## src/rtl/permute_pkg.sv

```systemverilog
// Shared types for the lane-permutation stage: permutation selector and the
// mapping that turns a forward selector into its inverse for decrypt beats.
package permute_pkg;

  typedef enum logic [1:0] {
    PERM_SWAP = 2'd0,
    PERM_REV  = 2'd1,
    PERM_ROTL = 2'd2,
    PERM_ROTR = 2'd3
  } perm_sel_e;

  // SWAP and REV undo themselves; the two rotations undo each other.
  function automatic perm_sel_e inv_sel(perm_sel_e sel, logic dec);
    perm_sel_e r;
    r = sel;
    if (dec) begin
      case (sel)
        PERM_ROTL: r = PERM_ROTR;
        PERM_ROTR: r = PERM_ROTL;
        default:   r = sel;
      endcase
    end
    return r;
  endfunction

endpackage

```

## src/rtl/permute_net.sv

```systemverilog
// Combinational lane mapping: w[i] = a[src(i)], with lane indices taken
// mod LANES. Build option: define PERMUTE_INVERSE_EN to honour dec (inverse
// permutation); without it dec has no effect.
module permute_net
  import permute_pkg::*;
#(
  parameter int LANES  = 4,
  parameter int LANE_W = 8
) (
  input  logic [LANES*LANE_W-1:0] a,
  input  perm_sel_e               sel,
  input  logic                    dec,
  output logic [LANES*LANE_W-1:0] w
);

  localparam int IDX_W = $clog2(LANES);

  perm_sel_e eff_sel;

`ifdef PERMUTE_INVERSE_EN
  assign eff_sel = inv_sel(sel, dec);
`else
  logic unused_dec;
  assign unused_dec = dec;
  assign eff_sel    = sel;
`endif

  // Index arithmetic is done at IDX_W bits so wrap-around is free (LANES is a power of two).
  always_comb begin
    logic [IDX_W-1:0] idx;
    logic [IDX_W-1:0] src;
    w   = '0;
    idx = '0;
    src = '0;
    for (int i = 0; i < LANES; i++) begin
      idx = IDX_W'(i);
      case (eff_sel)
        PERM_SWAP: src = idx ^ IDX_W'(1);
        PERM_REV:  src = ~idx;
        PERM_ROTL: src = idx + IDX_W'(1);
        default:   src = idx - IDX_W'(1);
      endcase
      w[i*LANE_W +: LANE_W] = a[int'(src)*LANE_W +: LANE_W];
    end
  end

endmodule

```

## src/rtl/permute_stage.sv

```systemverilog
// Handshaked lane-permutation stage: permutes on the input side, then holds
// beats in an output register plus one skid register so in_ready can be a
// flop. Build option: PERMUTE_INVERSE_EN enables the in_dec inverse path.
module permute_stage
  import permute_pkg::*;
#(
  parameter int LANES  = 4,
  parameter int LANE_W = 8,
  parameter int CNT_W  = 16
) (
  input  logic                    clk,
  input  logic                    reset_n,
  input  logic                    in_valid,
  output logic                    in_ready,
  input  logic [LANES*LANE_W-1:0] in_data,
  input  logic [1:0]              in_sel,
  input  logic                    in_dec,
  output logic                    out_valid,
  input  logic                    out_ready,
  output logic [LANES*LANE_W-1:0] out_data,
  output logic [CNT_W-1:0]        beat_count
);

  localparam int DW = LANES * LANE_W;

  if (LANES < 4 || (LANES & (LANES - 1)) != 0) begin : g_bad_lanes
    $error("permute_stage: LANES must be a power of two >= 4");
  end

  logic [DW-1:0] perm_p0;
  logic          in_rdy_q;
  logic          skid_vld_p1;
  logic [DW-1:0] skid_data_p1;
  logic          in_fire;
  logic          out_fire;
  logic          out_vld_nxt;
  logic [DW-1:0] out_data_nxt;
  logic          skid_vld_nxt;
  logic [DW-1:0] skid_data_nxt;

  permute_net #(
    .LANES  (LANES),
    .LANE_W (LANE_W)
  ) u_net (
    .a   (in_data),
    .sel (perm_sel_e'(in_sel)),
    .dec (in_dec),
    .w   (perm_p0)
  );

  // reset_n gates the flop so beats offered while in reset are never taken.
  assign in_ready = in_rdy_q & reset_n;
  assign in_fire  = in_valid & in_ready;
  assign out_fire = out_valid & out_ready;

  // Next-state of the two-entry buffer; in_fire implies skid is empty.
  always_comb begin
    out_vld_nxt   = out_valid;
    out_data_nxt  = out_data;
    skid_vld_nxt  = skid_vld_p1;
    skid_data_nxt = skid_data_p1;
    if (out_fire) begin
      if (skid_vld_p1) begin
        out_data_nxt = skid_data_p1;
        skid_vld_nxt = 1'b0;
      end else begin
        out_vld_nxt = 1'b0;
      end
    end
    if (in_fire) begin
      if (!out_valid || (out_ready && !skid_vld_p1)) begin
        out_vld_nxt  = 1'b1;
        out_data_nxt = perm_p0;
      end else begin
        skid_vld_nxt  = 1'b1;
        skid_data_nxt = perm_p0;
      end
    end
  end

  // ---- stage p1: output register, skid flags, ready flop and beat counter ----
  always_ff @(posedge clk) begin
    if (!reset_n) begin
      out_valid   <= 1'b0;
      out_data    <= '0;
      skid_vld_p1 <= 1'b0;
      in_rdy_q    <= 1'b0;
      beat_count  <= '0;
    end else begin
      out_valid   <= out_vld_nxt;
      out_data    <= out_data_nxt;
      skid_vld_p1 <= skid_vld_nxt;
      in_rdy_q    <= ~skid_vld_nxt;
      if (out_fire) beat_count <= beat_count + CNT_W'(1);
    end
  end

  // Skid payload is only meaningful while skid_vld_p1 is set, so it needs no reset.
  always_ff @(posedge clk) begin
    skid_data_p1 <= skid_data_nxt;
  end

endmodule

```

## config.mk

```make
export PLATFORM = sky130hd
export DESIGN_NAME = permute_stage
export DESIGN_NICKNAME = d
export VERILOG_FILES = /design/src/rtl/permute_pkg.sv /design/src/rtl/permute_net.sv /design/src/rtl/permute_stage.sv
export SDC_FILE = /design/constraint.sdc
export NUM_CORES = 1
export LEC_CHECK = 0
export CAP_MARGIN = 20
export CORE_ASPECT_RATIO = 0.8
export CORE_MARGIN = 4
export CORE_UTILIZATION = 50
export CTS_CLUSTER_SIZE = 28
export DETAILED_ROUTE_END_ITERATION = 6
export GPL_TIMING_DRIVEN = 0
export PLACE_DENSITY = 0.8
export SLEW_MARGIN = 10
export SYNTH_ARGS = -nofsm -noshare
export SYNTH_HDL_FRONTEND = slang
export SYNTH_SLANG_ARGS = --single-unit
```

## constraint.sdc

```tcl
create_clock -name clk -period 3.1 [get_ports clk]
set_clock_uncertainty 0.15 [all_clocks]
set_input_delay 0.465 -clock clk [delete_from_list [all_inputs] [get_ports clk]]
set_output_delay 0.465 -clock clk [all_outputs]
set_load 0.02 [all_outputs]
```

---- Yosys cells after proc, flatten, opt, wreduce, memory -nomap -nowiden ----
Index checks and enable logic that the tools add are counted.
word-level totals
  bits in registers ....................... 83
  input bits .............................. 39
  output and inout bits ................... 50
  word-level logic and storage cells ...... 41
cells by class
  $add $sub $neg .......................... 1
  eq/ne operators ......................... 2
  shifts and indexed selects .............. 4
  multiplexer cells ....................... 15
  bitwise logic cells ..................... 5
  reductions and logical operators ........ 8
operators by type and width
  kind                   number
  $mux 32                4
  $shiftx 32x6->8        4
  $add 16x1->16 const B  1
  $mux 2                 4
  $mux 1                 7
  $reduce_or 2->1        2
  $and 1x1->1            3
  $eq 2x1->1 const B     1
  $eq 2x2->1 const B     1
  $logic_not 1->1        2
  $logic_not 2->1        1
  $not 1->1              2
  $reduce_and 2->1       1
  $logic_and 1x1->1      1
  $logic_or 1x1->1       1

---- Longest topological paths before layout ----
  depth in word-level cells ............... 6
  depth in mapped cells ................... 9
  mapped depth without buffers ............ 6

---- Cells and area by module ----
A second synthesis with hierarchy kept.
unflattened totals
  cell total of the unflattened synthesis .. 315
  area total of the unflattened synthesis .. 3764.9 µm²
by module, submodules not included
  module         times used  cells each  area each (µm²)  sequential area each (µm²)
  permute_stage  1           274         3234.4           1981.9
  permute_net    1           41          530.5            0.0

---- Worst setup path after synthesis ----
No wires, ideal clock.
  path kind ............................... register to register
  start point ............................. register out_valid
  end point ............................... register skid_data_p1[0] (enable)
  setup time .............................. 0.422 ns
  arrival time ............................ 2.125 ns
  required time ........................... 2.528 ns
  slack ................................... 0.403 ns
  stages on the path, launching flop included .. 4
  path buffers ............................ 1
  period minus slack after synthesis ...... 2.697 ns
  path through ............................ dfxtp_1 > buf_4 > nand3_1 > nor2_1
on the way
  longest elaborated chain between the ends .. 4
RTL lines
  what                        line                  RTL
  start, declared             permute_stage.sv:18   output logic out_valid,
  start signal, assigned      permute_stage.sv:90   out_valid <= out_vld_nxt;
  $logic_not 1->1             permute_stage.sv:71   if (!out_valid || (out_ready && !skid_vld_p1)) begin
  $logic_or 1x1->1            permute_stage.sv:71
  $not 1->1 (no line)         n/a
  $reduce_and 2->1 (no line)  n/a
  end signal, assigned        permute_stage.sv:100  skid_data_p1 <= skid_data_nxt;
  end, declared               permute_stage.sv:33   logic [DW-1:0] skid_data_p1;
Every way passes these cells.
A chain may end at the register's enable or synchronous reset.

---- Final worst setup path ----
  start point ............................. input port reset_n
  end point ............................... output port in_ready
on the way
  longest elaborated chain between the ends .. 1
RTL lines
  what             line                 RTL
  start, declared  permute_stage.sv:12  input logic reset_n,
  $and 1x1->1      permute_stage.sv:52  assign in_ready = in_rdy_q & reset_n;
  end, declared    permute_stage.sv:14  output logic in_ready,
Every way passes these cells.

==> results.json <==
{
  "run_status": "completed",
  "post_cts_resized": 0,
  "timing.final.hold_violations": 0,
  "synth_sequential_area_ratio_pct": 53.2,
  "fin_worst_hold_slack_ps": 294,
  "ff2ff_path_depth": 4,
  "post_synth_most_frequent_cells": "dfxtp_1 (51), nor2_1 (45), mux2i_1 (34)",
  "reg2reg_slack_ps": 1380,
  "chip_width_um": 105,
  "track_usage_pct": 20.3,
  "sequentialPowerShare_pct": 49.9,
  "storage_element_area_mm2": 0.00198,
  "floorplan.die_area_mm2": 0.00891,
  "cts-buffers-inserted": 9,
  "final_layout_size_suffix_gt1_share_pct": 17.9,
  "detail_route.iter0.violations": 178,
  "ys_seq_elements": 83,
  "worst-endpoint-arrival_ps": 1880,
  "routed_wire_length_per_instance_um": 17.4,
  "synth_top_area_share_pct": 27.4,
  "finalWeightedCongestion": 0.801,
  "num_vias": 2766,
  "timing.max_slew.rel_slack_pct": 54.0,
  "rows": 27,
  "synth.yosys.warnings": 0,
  "first_global_vias": 2814,
  "yosysMostFrequentCell": "dfxtp_1",
  "ctsRootBufferMaster": "clkbuf_8",
  "post_synth_main_area_contributors": "dfxtp_1 (27%), edfxtp_1 (26%), mux2_2 (9.7%)",
  "ctsHtreeMaxLevel": 3,
  "power_density_mw_per_mm2": 478,
  "holdCritStartpoint": "out_ready",
  "drv.max_cap_violation_count": 0,
  "holdPathEnd": "beat_count[1]$_SDFFE_PN0P_",
  "antenna_violating_nets_post_route": 0,
  "cell_accounting_for_the_most_synthesized_area": "dfxtp_1",
  "report.final.setup_viol": 0,
  "timing.hold.worst.class": "input port to flop",
  "total_leakage_power_uw": 0.00196,
  "nFillCells": 551,
  "wp_buf_inv": 2,
  "fin_nets": 455,
  "cp_slowest_cell": "clkdlybuf4s50_1",
  "mappedNetlistNets": 358,
  "cells_along_the_critical_path": "clkdlybuf4s50_1 -> and2_1 -> clkdlybuf4s50_1",
  "timing_max_transition_violations_final": 0,
  "areaGrowthSynthToFinish_pct": 33.1,
  "required_ps": 2480,
  "worstSkewPairLatency_ps": 350,
  "p_clk_share_pct": 37.1,
  "first_pass_grt_wire_length_mm": 14.3,
  "syn_inst": 316,
  "fp.coreArea_mm2": 0.00706,
  "hold_fix_buffers_cts": 0,
  "timing.setup.critical_path_class": "input port to output port",
  "synthArstFlopShare_pct": 0,
  "synth_flop_cell": "dfxtp_1",
  "ir_drop_mv": 0.301,
  "place.detailed.instances": 489,
  "post_cts_buffers": 0,
  "start_util_pct": 52.8,
  "grt_start_max_net_pins": 29,
  "detailedRoute.firstPassIterationCount": 4,
  "post_dp_cell_area_mm2": 0.00471,
  "post_drt_via_cell_ratio": 5.48,
  "ctsLongestPathBuffers": 2,
  "net-switching-power_uw": 538,
  "cts.sinks": 83,
  "critical_path.top_delay_family": "buffers and inverters",
  "timing.rr.end": "beat_count[15]$_SDFFE_PN0P_",
  "die-height_um": 85.2,
  "cts.clk_slew.worst_paths_ps": 90,
  "hpwl_mm": 6.44,
  "pin_count": 89,
  "grt_setup_unrepaired": "no",
  "internal_power_component_uw": 1830,
  "multi_input_comb_area_mm2": 0.00160,
  "endpoint_kind": "output port",
  "antenna_found_initial": 0,
  "rr_startpoint": "beat_count[3]$_SDFFE_PN0P_",
  "final_cell_count_no_fill": 505,
  "critical_path_max_stage_delay_ps": 620,
  "antenna-diode-count": 0,
  "finalWorstPathRequiredPeriod_ps": 2490,
  "switching_share_pct": 22.7,
  "critical_path.most_common_cell": "clkdlybuf4s50_1",
  "netlist-cell-type-count": 38,
  "syn-cell-area_mm2": 0.00373,
  "combinationalPowerShare_pct": 13.0,
  "final_clock_period_utilization_by_the_worst_path_pct": 80.4,
  "max_clock_freq_mhz": 401,
  "hold_depth": 3,
  "count_of_input_and_output_buffers": 85,
  "final_cell_area_mm2": 0.00496,
  "measured_slew_at_the_worst_slew_check_pin_ps": 690,
  "globalRouteOverflowTotal": 0,
  "synth_edf_count": 32,
  "worstSetupStartpointType": "input port",
  "postRouteWirelength_mm": 8.77,
  "worst-path-max-fanout": 8,
  "syn_area_per_cell_um2": 11.8,
  "drcViolationCount": 0,
  "cts_tree": "yes"
}
-- power by group through the flow --
stage	combinational, uW	clock (uW)	sequential, uW
floorplan	136	0	1230
global placement	299	0	1210
detailed placement	308	0	1210
CTS	311	893	1180
global route	332	944	1190
finish	309	878	1180
-- worst max-delay path by stage --
stage	from	endpoint	slack [ps]	cells past startpoint
after global placement	reset_n	skid_data_p1[10]$_DFFE_PP_	-750	3
after global routing	in_sel[0]	out_data[12]$_SDFF_PN0_	560	9
final	reset_n	in_ready	610	3
after CTS	reset_n	in_ready	610	3
after floorplan	out_valid$_SDFF_PN0_	skid_data_p1[0]$_DFFE_PP_	400	3
after detailed placement	in_sel[0]	out_data[12]$_SDFF_PN0_	280	9
-- state kept, by name (all words and copies together), names as in the netlist --
signal and cells:
in_rdy_q 1, out_data 32, out_valid 1, skid_vld_p1 1
beat_count 16, skid_data_p1 32
-- cells by family (layout without fill, tap and decap cells) --
kind of cell | Yosys count | in the layout | synth area share [%]
buf+inv | 25 | 127 | 4.23
xor+xnor | 10 | 10 | 2.35
fa+ha+maj | 3 | 3 | 1.01
simple gates | 86 | 86 | 11.7
flops | 83 | 83 | 53.2
compound gates | 43 | 43 | 8.76
mux | 66 | 66 | 18.8
-- worst register-to-register path, stage by stage (launching register included) --
cell and delay (ps):
dfxtp_1 440, nand4_1 290, nor4_4 400, nand3_1 170, mux2i_1 150
-- routing by layer --
layer  GRT usage [%]  routed length (um)  vias to the layer above
met5               0                   0                        -
met4            4.83                  69                        0
met3            6.77                 541                        8
met2            33.4                4180                       77
met1            26.2                3980                     1336
li1                -                   -                     1345
-- per-stage QoR --
stage / setup slack [ps] / total power [uW] / setup TNS (ps) / util, %
after global placement: -749 / 1510 / -23930 / 66.4
final: 608 / 2370 / 0 / 70.3
after global routing: 564 / 2460 / 0 / 70.3
after floorplan: 403 / 1370 / 0 / -
after detailed placement: 278 / 1520 / 0 / 66.8
after CTS: 611 / 2390 / 0 / 70.3
-- cell type report --
class                           count  share of cell area [%]
Tap cell                           87                    2.19
Timing Repair Buffer               86                    17.6
Multi-Input combinational cell    208                    32.2
Clock buffer                       15                    4.87
Inverter                            4                   0.303
Clock inverter                      1                   0.101
Buffer                             21                    2.88
Sequential cell                    83                    39.9
-- cell usage in the layout, fill, tap and decap left out, types with 4 or more instances in the layout --
cell,count
nand4_1,4
a211oi_1,28
xor2_1,5
buf_6,5
edfxtp_1,32
dfxtp_1,51
nor2_1,44
mux2i_1,34
clkbuf_16,4
xnor2_1,5
a211oi_2,4
nand3_1,7
clkdlybuf4s50_1,85
clkbuf_8,10
nand2_1,12
mux2_2,32
buf_2,6
inv_1,4
a21oi_1,5
clkbuf_1,5
(Power assumes the default switching activity.)
